## config.mk

```make
export PLATFORM = sky130hd
export DESIGN_NAME = hazard_scoreboard
export DESIGN_NICKNAME = d
export VERILOG_FILES = /design/src/rtl/hazard_scoreboard.sv
export SDC_FILE = /design/constraint.sdc
export NUM_CORES = 1
export LEC_CHECK = 0
export CAP_MARGIN = 0
export CORE_MARGIN = 2
export CORE_UTILIZATION = 42
export CTS_CLUSTER_SIZE = 20
export DETAILED_ROUTE_END_ITERATION = 8
export GPL_TIMING_DRIVEN = 1
export PLACE_DENSITY = 0.88
export SETUP_SLACK_MARGIN = 0.1
export SLEW_MARGIN = 0
export SYNTH_ARGS = -nofsm -noshare
export SYNTH_HDL_FRONTEND = slang
export SYNTH_SLANG_ARGS = --single-unit
```

## constraint.sdc

```tcl
create_clock -name clk -period 7.6 [get_ports clk]
set_input_delay 0.76 -clock clk [delete_from_list [all_inputs] [get_ports clk]]
set_output_delay 0.76 -clock clk [all_outputs]
set_load 0.01 [all_outputs]
```

## src/rtl/hazard_scoreboard.sv

```systemverilog
// Hazard unit for a 5-stage pipeline with variable-latency loads: per-register
// pending scoreboard, ID stall, operand forwarding select and branch flush.
module hazard_scoreboard #(
  parameter int unsigned DATA_W     = 32,
  parameter int unsigned REG_ADDR_W = 4,
  parameter int unsigned NUM_SRC    = 2,
  parameter int unsigned MAX_LD     = 4,
  parameter int unsigned FLUSH_W    = 3
) (
  input  logic                           clk,
  input  logic                           rst,
  input  logic                           id_valid,
  input  logic [NUM_SRC*REG_ADDR_W-1:0]  id_src,
  input  logic [NUM_SRC-1:0]             id_src_used,
  input  logic [REG_ADDR_W-1:0]          id_rd,
  input  logic                           id_is_load,
  input  logic [REG_ADDR_W-1:0]          exmem_rd,
  input  logic                           exmem_wr,
  input  logic [DATA_W-1:0]              exmem_data,
  input  logic [REG_ADDR_W-1:0]          memwb_rd,
  input  logic                           memwb_wr,
  input  logic [DATA_W-1:0]              memwb_data,
  input  logic                           ld_ret_valid,
  input  logic [REG_ADDR_W-1:0]          ld_ret_rd,
  input  logic [DATA_W-1:0]              ld_ret_data,
  input  logic                           branch_taken,
  output logic                           stall,
  output logic [FLUSH_W-1:0]             flush,
  output logic [2*NUM_SRC-1:0]           fwd_sel,
  output logic [NUM_SRC*DATA_W-1:0]      fwd_data,
  output logic                           ld_full
);

  localparam int unsigned NUM_REGS = 2**REG_ADDR_W;
  localparam int unsigned CNT_W    = $clog2(MAX_LD + 1);
  localparam int unsigned SUM_W    = CNT_W + 1;

  localparam logic [1:0] SEL_EXMEM = 2'b01;
  localparam logic [1:0] SEL_MEMWB = 2'b10;
  localparam logic [1:0] SEL_LDRET = 2'b11;

  logic [NUM_REGS-1:0]         r_pending;
  logic [CNT_W-1:0]            r_outstanding;
  logic                        r_ex_ld_vld;
  logic [REG_ADDR_W-1:0]       r_ex_ld_rd;

  logic [REG_ADDR_W-1:0]       w_src [NUM_SRC];
  logic [2*NUM_SRC-1:0]        w_fwd_sel;
  logic [NUM_SRC*DATA_W-1:0]   w_fwd_data;
  logic                        w_src_hazard;
  logic                        w_full;
  logic                        w_load_full;
  logic                        w_stall;
  logic                        w_issue_ld;
  logic                        w_squash;
  logic [NUM_REGS-1:0]         w_pending_nxt;
  logic [SUM_W-1:0]            w_out_sum;
  logic [SUM_W-1:0]            w_out_dec;
  logic [CNT_W-1:0]            w_out_nxt;

  // Per-source forwarding priority and unresolved-source detection
  always_comb begin
    w_fwd_sel    = '0;
    w_fwd_data   = '0;
    w_src_hazard = 1'b0;
    for (int i = 0; i < NUM_SRC; i++) begin
      w_src[i] = id_src[i*REG_ADDR_W +: REG_ADDR_W];
      if (id_src_used[i] && (w_src[i] != '0)) begin
        if (exmem_wr && (exmem_rd == w_src[i])) begin
          w_fwd_sel[2*i +: 2]         = SEL_EXMEM;
          w_fwd_data[i*DATA_W +: DATA_W] = exmem_data;
        end else if (ld_ret_valid && (ld_ret_rd == w_src[i])) begin
          w_fwd_sel[2*i +: 2]         = SEL_LDRET;
          w_fwd_data[i*DATA_W +: DATA_W] = ld_ret_data;
        end else if (memwb_wr && (memwb_rd == w_src[i])) begin
          w_fwd_sel[2*i +: 2]         = SEL_MEMWB;
          w_fwd_data[i*DATA_W +: DATA_W] = memwb_data;
        end
        if (r_pending[w_src[i]] && !(ld_ret_valid && (ld_ret_rd == w_src[i])))
          w_src_hazard = 1'b1;
      end
    end
  end

  assign w_full      = (r_outstanding == CNT_W'(MAX_LD));
  assign w_load_full = id_is_load & w_full & ~ld_ret_valid;
  assign w_stall     = id_valid & ~branch_taken & (w_src_hazard | w_load_full);
  assign w_issue_ld  = id_valid & ~w_stall & ~branch_taken & id_is_load;
  assign w_squash    = branch_taken & r_ex_ld_vld;

  // Outputs forced quiet while reset is asserted
  assign stall    = rst & w_stall;
  assign flush    = rst ? {FLUSH_W{branch_taken}} : '0;
  assign fwd_sel  = rst ? w_fwd_sel : '0;
  assign fwd_data = rst ? w_fwd_data : '0;
  assign ld_full  = rst & w_full;

  // Set on load issue takes priority over clear by return or squash
  always_comb begin
    w_pending_nxt = r_pending;
    if (ld_ret_valid) w_pending_nxt[ld_ret_rd]  = 1'b0;
    if (w_squash)     w_pending_nxt[r_ex_ld_rd] = 1'b0;
    if (w_issue_ld)   w_pending_nxt[id_rd]      = 1'b1;
  end

  // Outstanding count saturates at zero so stray returns after reset are harmless
  always_comb begin
    w_out_sum = SUM_W'(r_outstanding) + SUM_W'(w_issue_ld);
    w_out_dec = SUM_W'(ld_ret_valid) + SUM_W'(w_squash);
    w_out_nxt = (w_out_dec > w_out_sum) ? '0 : CNT_W'(w_out_sum - w_out_dec);
  end

  always_ff @(posedge clk or negedge rst) begin
    if (!rst) begin
      r_pending     <= '0;
      r_outstanding <= '0;
      r_ex_ld_vld   <= 1'b0;
      r_ex_ld_rd    <= '0;
    end else begin
      r_pending     <= w_pending_nxt;
      r_outstanding <= w_out_nxt;
      r_ex_ld_vld   <= w_issue_ld;
      r_ex_ld_rd    <= id_rd;
    end
  end

endmodule
```

==> impl_metrics.json <==
{
  "routed_wl_um": 14780,
  "synth_area_mm2": 0.003522,
  "drc": 0,
  "drive_above_1_share_pct": 4.560,
  "ant_nets": 0,
  "cts_tree": "built",
  "dr_wl_met2_um": 7404,
  "design.die.area_mm2": 0.009135,
  "power_mw": 0.5313,
  "path_buf_inv": 4,
  "relSlewSlack_pct": 22.01,
  "wl_met3_um": 1287,
  "rsz0062_at_grt": "false",
  "hold_start": "r_pending[13]",
  "drt_iter0_drc": 268,
  "die_h_um": 95.58,
  "worstRegToRegCells": 12,
  "place_hpwl_um": 11380,
  "grt_pass1_wl_um": 22070,
  "cts.sinks": 24,
  "arrival_ns": 4.22,
  "vdd_drop_max_mv": 0.1449,
  "hold_violations": 0,
  "cts_hold_buf": 0,
  "instances_no_fill": 719,
  "core_area_mm2": 0.008175,
  "cts_root_buf": "clkbuf_8",
  "status": "completed",
  "cts_made_buffers": 3,
  "r2r_end": "r_outstanding[2]",
  "start_util_pct": 43.08,
  "synth-warning-count": 0,
  "crit_chain": "clkdlybuf4s50_1, xor2_1, nor3_1, and2_1, buf_4, nor2_2, buf_4, a22oi_1, a211oi_1, clkdlybuf4s50_1",
  "syn_avg_cell_area_um2": 7.879,
  "clock_latency_ns": 0.26,
  "worstSetupPathDepth": 10,
  "max-cap-violations": 0,
  "cp_max_fo": 33,
  "first_global_vias": 4315,
  "gr-total-overflow": 0,
  "dr.max_layer_used": "met4",
  "min_to": "r_pending[13]",
  "crit_family": "buffers and inverters",
  "place_congestion": 0.9504,
  "final.setup_skew_ns": 0.002505,
  "r2r_setup_slack_ns": 3.90,
  "place_area_mm2": 0.005539,
  "seq_area_frac_synth_pct": 17.05,
  "fillCellCount": 657,
  "syn-num-nets": 585,
  "cp.required_ns": 6.84,
  "postCtsSetupRepairBufs": 0,
  "final_area_mm2": 0.005580,
  "worstMarginPinSlew_ns": 1.170,
  "die_w_um": 95.58,
  "setup_viol": 0,
  "via_per_inst": 6.220,
  "start_kind": "input pin",
  "holdWs_ns": 0.5921,
  "hold_class": "flop to flop",
  "power_density_mw_per_mm2": 95.20,
  "ys_ff_latch": 24,
  "r2r_start": "r_pending[0]",
  "grt_max_degree": 67,
  "worst-setup-path-type": "input pin to output port",
  "finish.utilization_pct": 68.26,
  "leakagePower_nw": 1.908,
  "num_io_pins": 203,
  "post_cts_resized": 0,
  "max_clock_freq_ghz": 0.2008,
  "dr.pass1.iters": 5,
  "synthCells": 447,
  "end_kind": "output port",
  "wl_met1_um": 5451,
  "wire_per_inst_um": 20.55,
  "yosys.cell_types.count": 47,
  "crit_slowest_cell": "clkdlybuf4s50_1",
  "row_count": 33,
  "fin_crit_ns": 4.980,
  "slowest_delay_ns": 0.85,
  "setup_slack_ns": 2.620,
  "place_ws_ns": 2.645,
  "clkTransAtPathRegs_ns": 0.08,
  "antenna_cells": 0,
  "cts_max_level": 1,
  "num_vias": 4472,
  "antenna_found_initial": 0,
  "nNetsFinal": 754,
  "hold_depth": 2,
  "syn2layout_area_growth_pct": 58.44,
  "clk_path_buf_depth": 2,
  "multi_input_area_mm2": 0.002695,
  "fin_setup_tns_ns": 0,
  "place_inst": 716,
  "final-seq-area_um2": 600.6,
  "post-route-period-util_pct": 65.52,
  "slew_violations": 0,
  "grt_util_all_layers_pct": 30.31,
  "port_buffers": 202
}
synth_stat cells (all sizes together):
library cell | number | share of area (%)
or3 | 1 | 0.18
xnor2 | 8 | 2.0
nand3 | 11 | 1.6
o221ai | 15 | 3.7
and3 | 2 | 0.36
xor2 | 18 | 4.5
nor3 | 5 | 0.85
nor2b | 4 | 0.71
o21ai | 2 | 0.28
nor4 | 3 | 0.71
or2 | 6 | 1.1
a211o | 1 | 0.25
o31a | 1 | 0.25
a22oi | 32 | 6.8
a2bb2oi | 32 | 8.0
o31ai | 5 | 1.1
nand2b | 9 | 1.6
nand4 | 1 | 0.18
a2111oi | 1 | 0.25
mux4 | 3 | 1.9
buf | 24 | 4.0
and4b | 2 | 0.57
o21bai | 1 | 0.21
and2 | 3 | 0.53
o41a | 1 | 0.32
a221oi | 1 | 0.25
mux2i | 40 | 11
ha | 7 | 2.5
mux2 | 1 | 0.32
o32ai | 1 | 0.46
o41ai | 13 | 3.2
inv | 8 | 0.85
nand3b | 7 | 1.5
nand2 | 18 | 1.9
a211oi | 33 | 7.2
clkbuf | 22 | 2.3
nor2 | 76 | 8.1
a21oi | 4 | 0.57
dfrtp | 24 | 17
fa | 1 | 0.57
worst reg2reg max path: stages (launching register included):
cell	delay [ns]
dfrtp_1	0.40
nor2b_1	0.14
a2111oi_0	0.08
and4b_1	0.32
nor3_2	0.05
o32ai_2	0.99
nor2_1	0.17
ha_1	0.26
ha_1	0.33
fa_1	0.46
xnor2_1	0.20
xnor2_1	0.13
nor2_1	0.05
layout by cell type, fill, tap and decap left out, drive strengths merged, types with 2 or more instances in the layout:
cell type / instances
a211oi: 33
a21oi: 4
a22oi: 32
a2bb2oi: 32
and2: 3
and3: 2
and4b: 2
buf: 8
clkbuf: 3
clkdlybuf4s50: 202
dfrtp: 24
ha: 7
inv: 8
mux2i: 40
mux4: 3
nand2: 18
nand2b: 9
nand3: 11
nand3b: 7
nor2: 76
nor2b: 4
nor3: 5
nor4: 3
o21ai: 2
o221ai: 15
o31ai: 5
o41ai: 13
or2: 6
xnor2: 8
xor2: 18
worst max path at each step:
stage / startpoint / endpoint / slack, ns
after floorplan: id_src[4] / r_outstanding[2] / 3.99
after global placement: id_src[6] / fwd_data[57] / 2.75
after detailed placement: id_src[6] / fwd_data[61] / 2.64
after CTS: id_src[6] / fwd_data[61] / 2.64
after global routing: id_src[6] / fwd_data[61] / 2.40
final: id_src[6] / fwd_data[61] / 2.62
state kept, by name, indices dropped and copies added (netlist names):
name	cells
r_ex_ld_vld	1
r_pending	16
r_outstanding	3
r_ex_ld_rd	4
routing by layer:
layer | vias up | GRT usage, %
met3 | 51 | 4.585
met2 | 263 | 52.74
met1 | 2109 | 36.47
li1 | 2049 | -
met5 | - | 0
met4 | 0 | 14.17
area by class of cell:
type / instances / area share, %
multi-input combinational: 369 / 48.30
timing repair buffer: 210 / 37.31
sequential: 24 / 10.76
tap: 105 / 2.354
clock buffer: 3 / 0.7399
inverter: 8 / 0.5381
power breakdown:
group          total (mW)  internal [mW]  switching [mW]
clock network      0.0739         0.0355          0.0384
logic               0.288          0.154           0.134
registers           0.169          0.148          0.0207
kinds of logic (layout without fill, tap and decap cells):
group	count (synthesis)	after routing	synth area share, %
muxes	44	44	13.61
DFF	24	24	17.05
buffers and inverters	54	221	7.176
and+or+nand+nor	148	148	19.82
AOI/OAI and AO/OA	143	143	32.82
adders and majority gates	8	8	3.055
xor gates and xnor gates	26	26	6.465
(Power assumes the default switching activity.)
